### src/rtl/gen_block_queue.sv
// gen_block_queue: LFSR-driven tetromino generator with a 7-bag or uniform
// rejection sampler, feeding a head + preview shift-register queue.

package gen_block_queue_pkg;
   typedef struct packed {
      logic [63:0] data;      // 4 rotations x 4 rows x 4 bits, rot r at [16r +: 16], row n at [4n +: 4]
      logic [2:0]  color;
      logic [1:0]  rotation;
      logic [3:0]  x;
      logic [4:0]  y;
   } block_info_t;
endpackage

module gen_block_queue
   import gen_block_queue_pkg::*;
#(
   parameter int unsigned PREVIEW_DEPTH   = 3,
   parameter int unsigned LFSR_W          = 15,
   parameter int unsigned SEED            = 1,
   parameter bit          BAG_MODE        = 1'b1,
   parameter bit          RANDOM_ROTATION = 1'b1
) (
   input  logic                         clk_i,
   input  logic                         rst_i,
   input  logic                         take_i,
   output logic                         valid_o,
   output logic                         full_o,
   output block_info_t                  next_block_o,
   output logic [PREVIEW_DEPTH*3-1:0]   preview_types_o
);

   localparam int unsigned       SLOTS     = PREVIEW_DEPTH + 1;
   localparam int unsigned       CW        = $clog2(PREVIEW_DEPTH + 2);
   localparam logic [CW-1:0]     FULL_CNT  = CW'(SLOTS);
   localparam int unsigned       TAP_B     = (LFSR_W == 31) ? 27 : 13;
   localparam logic [LFSR_W-1:0] SEED_RAW  = LFSR_W'(SEED);
   localparam logic [LFSR_W-1:0] SEED_INIT = (SEED_RAW == '0) ? LFSR_W'(1) : SEED_RAW;

   typedef struct packed {
      logic [2:0] typ;
      logic [1:0] rot;
   } entry_t;

   typedef enum logic {ST_FILL, ST_READY} state_e;

   // Shape bitmaps indexed by piece type (I J L O S T Z).
   function automatic logic [63:0] shape(input logic [2:0] t);
      case (t)
         3'd0:    shape = 64'h4444_0F00_2222_00F0;
         3'd1:    shape = 64'h0C44_02E0_0446_00E8;
         3'd2:    shape = 64'h044C_08E0_0644_00E2;
         3'd3:    shape = 64'h0066_0066_0066_0066;
         3'd4:    shape = 64'h04C8_0C60_0264_00C6;
         3'd5:    shape = 64'h04C4_04E0_0464_00E4;
         3'd6:    shape = 64'h08C4_06C0_0462_006C;
         default: shape = '0;
      endcase
   endfunction

   logic [LFSR_W-1:0] lfsr_q, lfsr_d;
   logic [6:0]        bag_q, bag_d;
   logic [CW-1:0]     cnt_q, cnt_d;
   entry_t            queue_q [SLOTS];
   entry_t            queue_d [SLOTS];
   state_e            state_q, state_d;

   logic              pop;
   logic              accept;
   logic [CW-1:0]     cnt_post;
   logic [2:0]        cand;
   logic [1:0]        crot;
   logic [7:0]        cand_onehot;
   logic [6:0]        bag_set;

   // Sampler, queue and bag next-state; acceptance uses the post-pop count.
   always_comb begin
      pop         = take_i && (cnt_q != '0);
      cnt_post    = cnt_q - CW'(pop);
      cand        = lfsr_q[2:0];
      crot        = RANDOM_ROTATION ? lfsr_q[4:3] : 2'b00;
      cand_onehot = 8'b1 << cand;
      accept      = (cand != 3'd7) && (cnt_post < FULL_CNT) &&
                    (!BAG_MODE || ((bag_q & cand_onehot[6:0]) == '0));

      lfsr_d = {lfsr_q[LFSR_W-2:0], lfsr_q[LFSR_W-1] ^ lfsr_q[TAP_B]};

      bag_set = bag_q | cand_onehot[6:0];
      bag_d   = bag_q;
      if (accept && BAG_MODE) begin
         bag_d = (bag_set == '1) ? '0 : bag_set;
      end

      queue_d = queue_q;
      if (pop) begin
         for (int unsigned i = 0; i < PREVIEW_DEPTH; i++) begin
            queue_d[i] = queue_q[i+1];
         end
         queue_d[PREVIEW_DEPTH] = '0;
      end
      if (accept) begin
         for (int unsigned i = 0; i < SLOTS; i++) begin
            if (CW'(i) == cnt_post) begin
               queue_d[i] = '{typ: cand, rot: crot};
            end
         end
      end

      cnt_d = cnt_post + CW'(accept);
   end

   // Status FSM: READY exactly while the queue is full.
   always_comb begin
      state_d = state_q;
      case (state_q)
         ST_FILL:  if (accept && (cnt_d == FULL_CNT)) state_d = ST_READY;
         ST_READY: if (pop && !accept)                state_d = ST_FILL;
         default:  state_d = ST_FILL;
      endcase
   end

   // State registers with synchronous reset overriding pop and push.
   always_ff @(posedge clk_i) begin
      if (rst_i) begin
         lfsr_q  <= SEED_INIT;
         bag_q   <= '0;
         cnt_q   <= '0;
         queue_q <= '{default: '0};
         state_q <= ST_FILL;
      end else begin
         lfsr_q  <= lfsr_d;
         bag_q   <= bag_d;
         cnt_q   <= cnt_d;
         queue_q <= queue_d;
         state_q <= state_d;
      end
   end

   // Output decode from registered state only.
   always_comb begin
      valid_o               = (cnt_q != '0);
      full_o                = (state_q == ST_READY);
      next_block_o.data     = valid_o ? shape(queue_q[0].typ) : '0;
      next_block_o.color    = valid_o ? (queue_q[0].typ + 3'd1) : '0;
      next_block_o.rotation = queue_q[0].rot;
      next_block_o.x        = 4'd4;
      next_block_o.y        = '0;
      preview_types_o       = '1;
      for (int unsigned i = 0; i < PREVIEW_DEPTH; i++) begin
         if (CW'(i + 1) < cnt_q) begin
            preview_types_o[3*i +: 3] = queue_q[i+1].typ;
         end
      end
   end

endmodule
### config.mk
export PLATFORM = sky130hd
export DESIGN_NAME = gen_block_queue
export DESIGN_NICKNAME = d
export VERILOG_FILES = /design/src/rtl/gen_block_queue.sv
export SDC_FILE = /design/constraint.sdc
export NUM_CORES = 1
export LEC_CHECK = 0
export CAP_MARGIN = 30
export CELL_PAD_IN_SITES_DETAIL_PLACEMENT = 1
export CELL_PAD_IN_SITES_GLOBAL_PLACEMENT = 1
export CORE_ASPECT_RATIO = 1.2
export CORE_UTILIZATION = 37
export DETAILED_ROUTE_END_ITERATION = 7
export HOLD_SLACK_MARGIN = 0.03
export PLACE_DENSITY = 0.89
export SYNTH_ARGS = -nofsm -noshare
export SYNTH_HDL_FRONTEND = slang
export SYNTH_SLANG_ARGS = --single-unit
export TNS_END_PERCENT = 5
### constraint.sdc
create_clock -name clk_i -period 6.6 [get_ports clk_i]
set_input_delay 0.66 -clock clk_i [delete_from_list [all_inputs] [get_ports clk_i]]
set_output_delay 0.66 -clock clk_i [all_outputs]
set_load 0.05 [all_outputs]
==> impl_metrics.env <==
export IMPL_synth_area_leaders="dfxtp_1 (31%), buf_4 (15%), mux2i_1 (6.4%)"
export IMPL_path_max_fanout=15
export IMPL_clock_root_buffer="clkbuf_8"
export IMPL_grt_max_degree=48
export IMPL_syn2layout_area_growth_pct=13.7
export IMPL_cp_required_ns=6.83
export IMPL_rsz0062_at_grt="false"
export IMPL_clock_skew_final_ns=0.0113
export IMPL_synth_seq_area_share=0.312
export IMPL_post_route_period_util=0.646
export IMPL_die_w_um=83.6
export IMPL_via_per_inst=4.97
export IMPL_route_antenna_remaining_nets=0
export IMPL_netlist_instances=326
export IMPL_crit_path_start_kind="primary input"
export IMPL_placed_cell_area_um2=3250
export IMPL_use_met1=0.186
export IMPL_drive_above_1_share=0.116
export IMPL_grt_util_met3=0.0238
export IMPL_syn_area_per_cell_um2=9.06
export IMPL_syn_area_um2=2950
export IMPL_grt_pass1_wl_um=11000
export IMPL_clkLatencyLatePin_ns=0.31
export IMPL_synth_edff_count=0
export IMPL_coreArea_um2=7710
export IMPL_async_flop_share=0
export IMPL_synth_ff_type="dfxtp_1"
export IMPL_grt_busiest_layer="met2"
export IMPL_min_period_ns=4.26
export IMPL_ys_seq_elements=46
export IMPL_worstSetupPathType="primary input to register"
export IMPL_finalNonFillerCells=446
export IMPL_wl_per_cell_um=15.3
export IMPL_regArea_um2=921
export IMPL_placed_cells=437
export IMPL_maxSlewHeadroom=0.547
export IMPL_maxCapViolCount=0
export IMPL_start_util=0.383
export IMPL_fin_nets=365
export IMPL_routed_wl_um=6850
export IMPL_yosys_warnings=0
export IMPL_n_antenna_cell=0
export IMPL_htreeDepth=2
export IMPL_die_h_um=99.9
export IMPL_overflow=0
export IMPL_slew_violations=0
export IMPL_antenna_found_initial=0
export IMPL_clkSlewWorstSetupHoldPaths_ns=0.09
export IMPL_clock_sinks=46
export IMPL_multi_input_area_um2=1640
export IMPL_first_pass_iters=4
export IMPL_ys_types=46
export IMPL_hp_class="register to register"
export IMPL_synth_top_area_frac=0.312
export IMPL_synth_top_area_cell="dfxtp_1"
export IMPL_cp_arrival_ns=4.50
export IMPL_gp_congestion=0.759
export IMPL_numPortBuffers=50
export IMPL_tightest_slew_ns=0.679
export IMPL_grt_pass1_vias=2132
export IMPL_ioPinCount=92
export IMPL_fillers=902
export IMPL_r2r_cells=14
export IMPL_drtIter0Drc=66
export IMPL_post_cts_buffers=0
export IMPL_dp_hpwl_um=4950
export IMPL_cp_end_kind="register"
export IMPL_cts_buffers=5
export IMPL_tritoncts="yes"
export IMPL_final_cell_area_um2=3360
export IMPL_fin_hold_ws_ns=0.442
export IMPL_rows=35
export IMPL_setup_viol_count_final=0
export IMPL_vias=2217
export IMPL_clock_path_buffers=2
export IMPL_drt_drc_violations_left=0
export IMPL_hold_viol=0
export IMPL_fin_tns_setup_ns=0
export IMPL_dieArea_um2=8340
export IMPL_use_met2=0.312
export IMPL_grt_usage=0.165
export IMPL_hold_depth=1
export IMPL_ctsHoldBuffers=0
export IMPL_status="finished, final reports clean"
export IMPL_cts_resized_gates=0
export IMPL_fmax_mhz=235
path summary, 6_finish.rpt:
path | end | slack, ns | start
max | full_o | 2.34 | take_i
min | lfsr_q[9] | 0.44 | lfsr_q[8]
max reg2reg | full_o | 2.37 | cnt_q[2]
min reg2reg | lfsr_q[9] | 0.44 | lfsr_q[8]
cells by family (layout without fill, tap and decap cells):
group / Yosys count / after routing / share of synthesized area
other: 2 / 41 / 0.00254
xor gates and xnor gates: 3 / 3 / 0.0153
adders and majority gates: 9 / 9 / 0.0381
buffers and inverters: 86 / 75 / 0.187
muxes: 38 / 38 / 0.141
DFF: 46 / 46 / 0.312
and+or+nand+nor: 94 / 94 / 0.165
AOI/OAI and AO/OA: 48 / 48 / 0.139
final cells by class:
type,instances,area share
multi-input combinational,233,0.490
timing repair buffer,53,0.158
sequential,46,0.274
clock inverter,3,0.00745
inverter,14,0.0157
clock buffer,5,0.0205
tap,92,0.0343
cell usage after synthesis (all sizes together), types with 2 or more instances:
cell type / instances
a2111o: 3
a2111oi: 2
a21o: 2
a21oi: 10
a311oi: 7
a31oi: 7
and2: 2
buf: 63
clkbuf: 9
conb: 2
dfxtp: 46
ha: 9
inv: 14
mux2: 19
mux2i: 19
nand2: 10
nand2b: 8
nand3: 3
nand3b: 4
nor2: 33
nor2b: 17
nor3: 3
nor3b: 5
o211ai: 2
o21a: 2
o21ai: 5
or2: 7
xnor2: 3
per-layer routing:
layer,wire [µm],up-vias,share of wire
li1,-,1064,-
met1,2790,1069,0.41
met2,3620,73,0.53
met3,255,11,0.037
met4,175,0,0.026
met5,0,-,0
stage by stage:
stage	setup slack, ns	utilization
global route	2.13	0.436
finish	2.34	0.436
global placement	2.14	0.421
CTS	1.89	0.434
floorplan	2.97	-
detailed placement	1.91	0.421
sequential cells by signal, summed over array words and instances, names as in the netlist:
name and cells:
bag_q 7, cnt_q 3, full_o 1, lfsr_q 15, next_block_o 2, queue_q 18
worst max-delay path, stage by stage:
cell	delay, ns
clkdlybuf4s50_1	0.46
o31ai_4	0.13
buf_8	0.23
inv_1	0.12
ha_1	0.20
ha_1	0.24
xnor2_4	0.33
o311ai_4	0.25
a21oi_1	0.59
ha_1	0.28
ha_1	0.26
nor3b_1	0.19
mux2i_1	0.10
a2111o_1	0.35
o211ai_1	0.08
placed cells by master (no fill, tap or decap), types with 7 or more instances in the layout:
| cell | count |
|---|---|
| or2_2 | 7 |
| a21oi_1 | 10 |
| dfxtp_1 | 46 |
| a311oi_1 | 7 |
| a31oi_1 | 7 |
| inv_1 | 14 |
| conb_1 | 41 |
| nor2b_1 | 17 |
| clkdlybuf4s50_1 | 50 |
| mux2_2 | 11 |
| mux2i_1 | 19 |
| nor2_1 | 33 |
| nand2b_1 | 8 |
| ha_1 | 9 |
| nand2_1 | 10 |
Power is not shown: default switching activity piles up to over one toggle a cycle in this logic, so the estimate is an artifact.
==> variant: new RTL, same flow settings <==
The parameter `PREVIEW_DEPTH` goes from 3 to 6.
--- a/src/rtl/gen_block_queue.sv
+++ b/src/rtl/gen_block_queue.sv
@@ -14,7 +14,7 @@
 module gen_block_queue
    import gen_block_queue_pkg::*;
 #(
-   parameter int unsigned PREVIEW_DEPTH   = 3,
+   parameter int unsigned PREVIEW_DEPTH   = 6,
    parameter int unsigned LFSR_W          = 15,
    parameter int unsigned SEED            = 1,
    parameter bit          BAG_MODE        = 1'b1,
Interface: changed (resized preview_types_o); port bits go from 92 to 101. The function was not compared with the original's and may differ.
==> variant against the original RTL <==
- clock skew decreased by 0.0071 ns
- cell area increased by 26%
- routed wire length increased by 31%
- cell count increased by 35%
- first-iteration DRC count increased by 110%
- setup slack got worse by 0.27 ns
- count of clock-buffer cells in the layout increased by 5
- synthesized area increased by 22%
- sequential share of layout area increased by 1.4 points
- sequential cell count increased by 15
Power is not shown: default switching activity piles up to over one toggle a cycle in this logic, so the estimate is an artifact.
==> variant: results (changes against the original RTL) <==
- Status: finished clean (unchanged)
- Worst slew margin: 34.4% (was 54.7%)
- H-tree levels: 3 (was 2)
- Overall Global Routing Usage: 18.4% (was 16.5%)
- Share of cells above drive strength 1: 10.6% (was 11.6%)
- Sequential fraction of the synthesis area: 33.8% (was 31.2%)
- I/O Buffers: 59 (was 50)
- Worst Hold Slack: 0.447 ns (was 0.442 ns)
- CP max stage cell: inv_1 (was a21oi_1)
- Wire length per cell: 14.8 µm (was 15.3 µm)
- R2R Setup Slk: 2.06 ns (was 2.37 ns)
- Fillers: 1146 (was 902)
- End of the worst hold path: lfsr_q[10]$_SDFF_PP0_ (was lfsr_q[9]$_SDFF_PP0_)
- Hold Path Origin: lfsr_q[9]$_SDFF_PP0_ (was lfsr_q[8]$_SDFF_PP0_)
- Critical path's top delay family: buffers and inverters (was compound AO/OA/AOI/OAI gates)
- Vias/cell: 5.07 (was 4.97)
- Nets: 488 (was 365)
- Clk root buf: clkbuf_16 (was clkbuf_8)
- Pin count of the biggest net entering global routing: 56 (was 48)
- Top Registers: queue_q: 33 flops, lfsr_q: 15 flops, bag_q: 7 flops (was queue_q: 18 flops, lfsr_q: 15 flops, bag_q: 7 flops)
- CTS Buf Count: 9 (was 5)
- Clock Skew: 0.00426 ns (was 0.0113 ns)
- Area contributors post-synth: dfxtp_1 (34%), buf_4 (12%), nand2_1 (7.4%) (was dfxtp_1 (31%), buf_4 (15%), mux2i_1 (6.4%))
- Critical path peak fanout: 37 (was 15)
- Pre-CTS setup slack: 1.95 ns (was 1.91 ns)
- DP HPWL: 6.15 mm (was 4.95 mm)
## variant: cells by family after synthesis
logic type,share of synthesized area (%)
and+or+nand+nor,29.5
buffers and inverters,17.0
AOI/OAI and AO/OA,14.3
DFF,33.8
adders and majority gates,3.11
xor gates and xnor gates,0.969
muxes,1.11
other,0.208
## variant: layout make-up
type / count / area, µm² / area share [%]
Clock buffer: 10 / 239 / 5.64
Clock inverter: 6 / 61.3 / 1.45
Inverter: 12 / 45.0 / 1.06
Multi-Input combinational cell: 332 / 1930 / 45.4
Sequential cell: 61 / 1220 / 28.8
Tap cell: 123 / 154 / 3.63
Timing Repair Buffer: 60 / 593 / 14.0
## variant: per-layer routing
layer	routed length, µm	vias to the layer above	GRT usage, %	part of all wire [%]
li1	-	1480	-	-
met1	3660	1495	20.1	41
met2	4830	80	34.5	54
met3	371	6	4.53	4.1
met4	90	0	6.81	1.0
met5	0	-	0	0
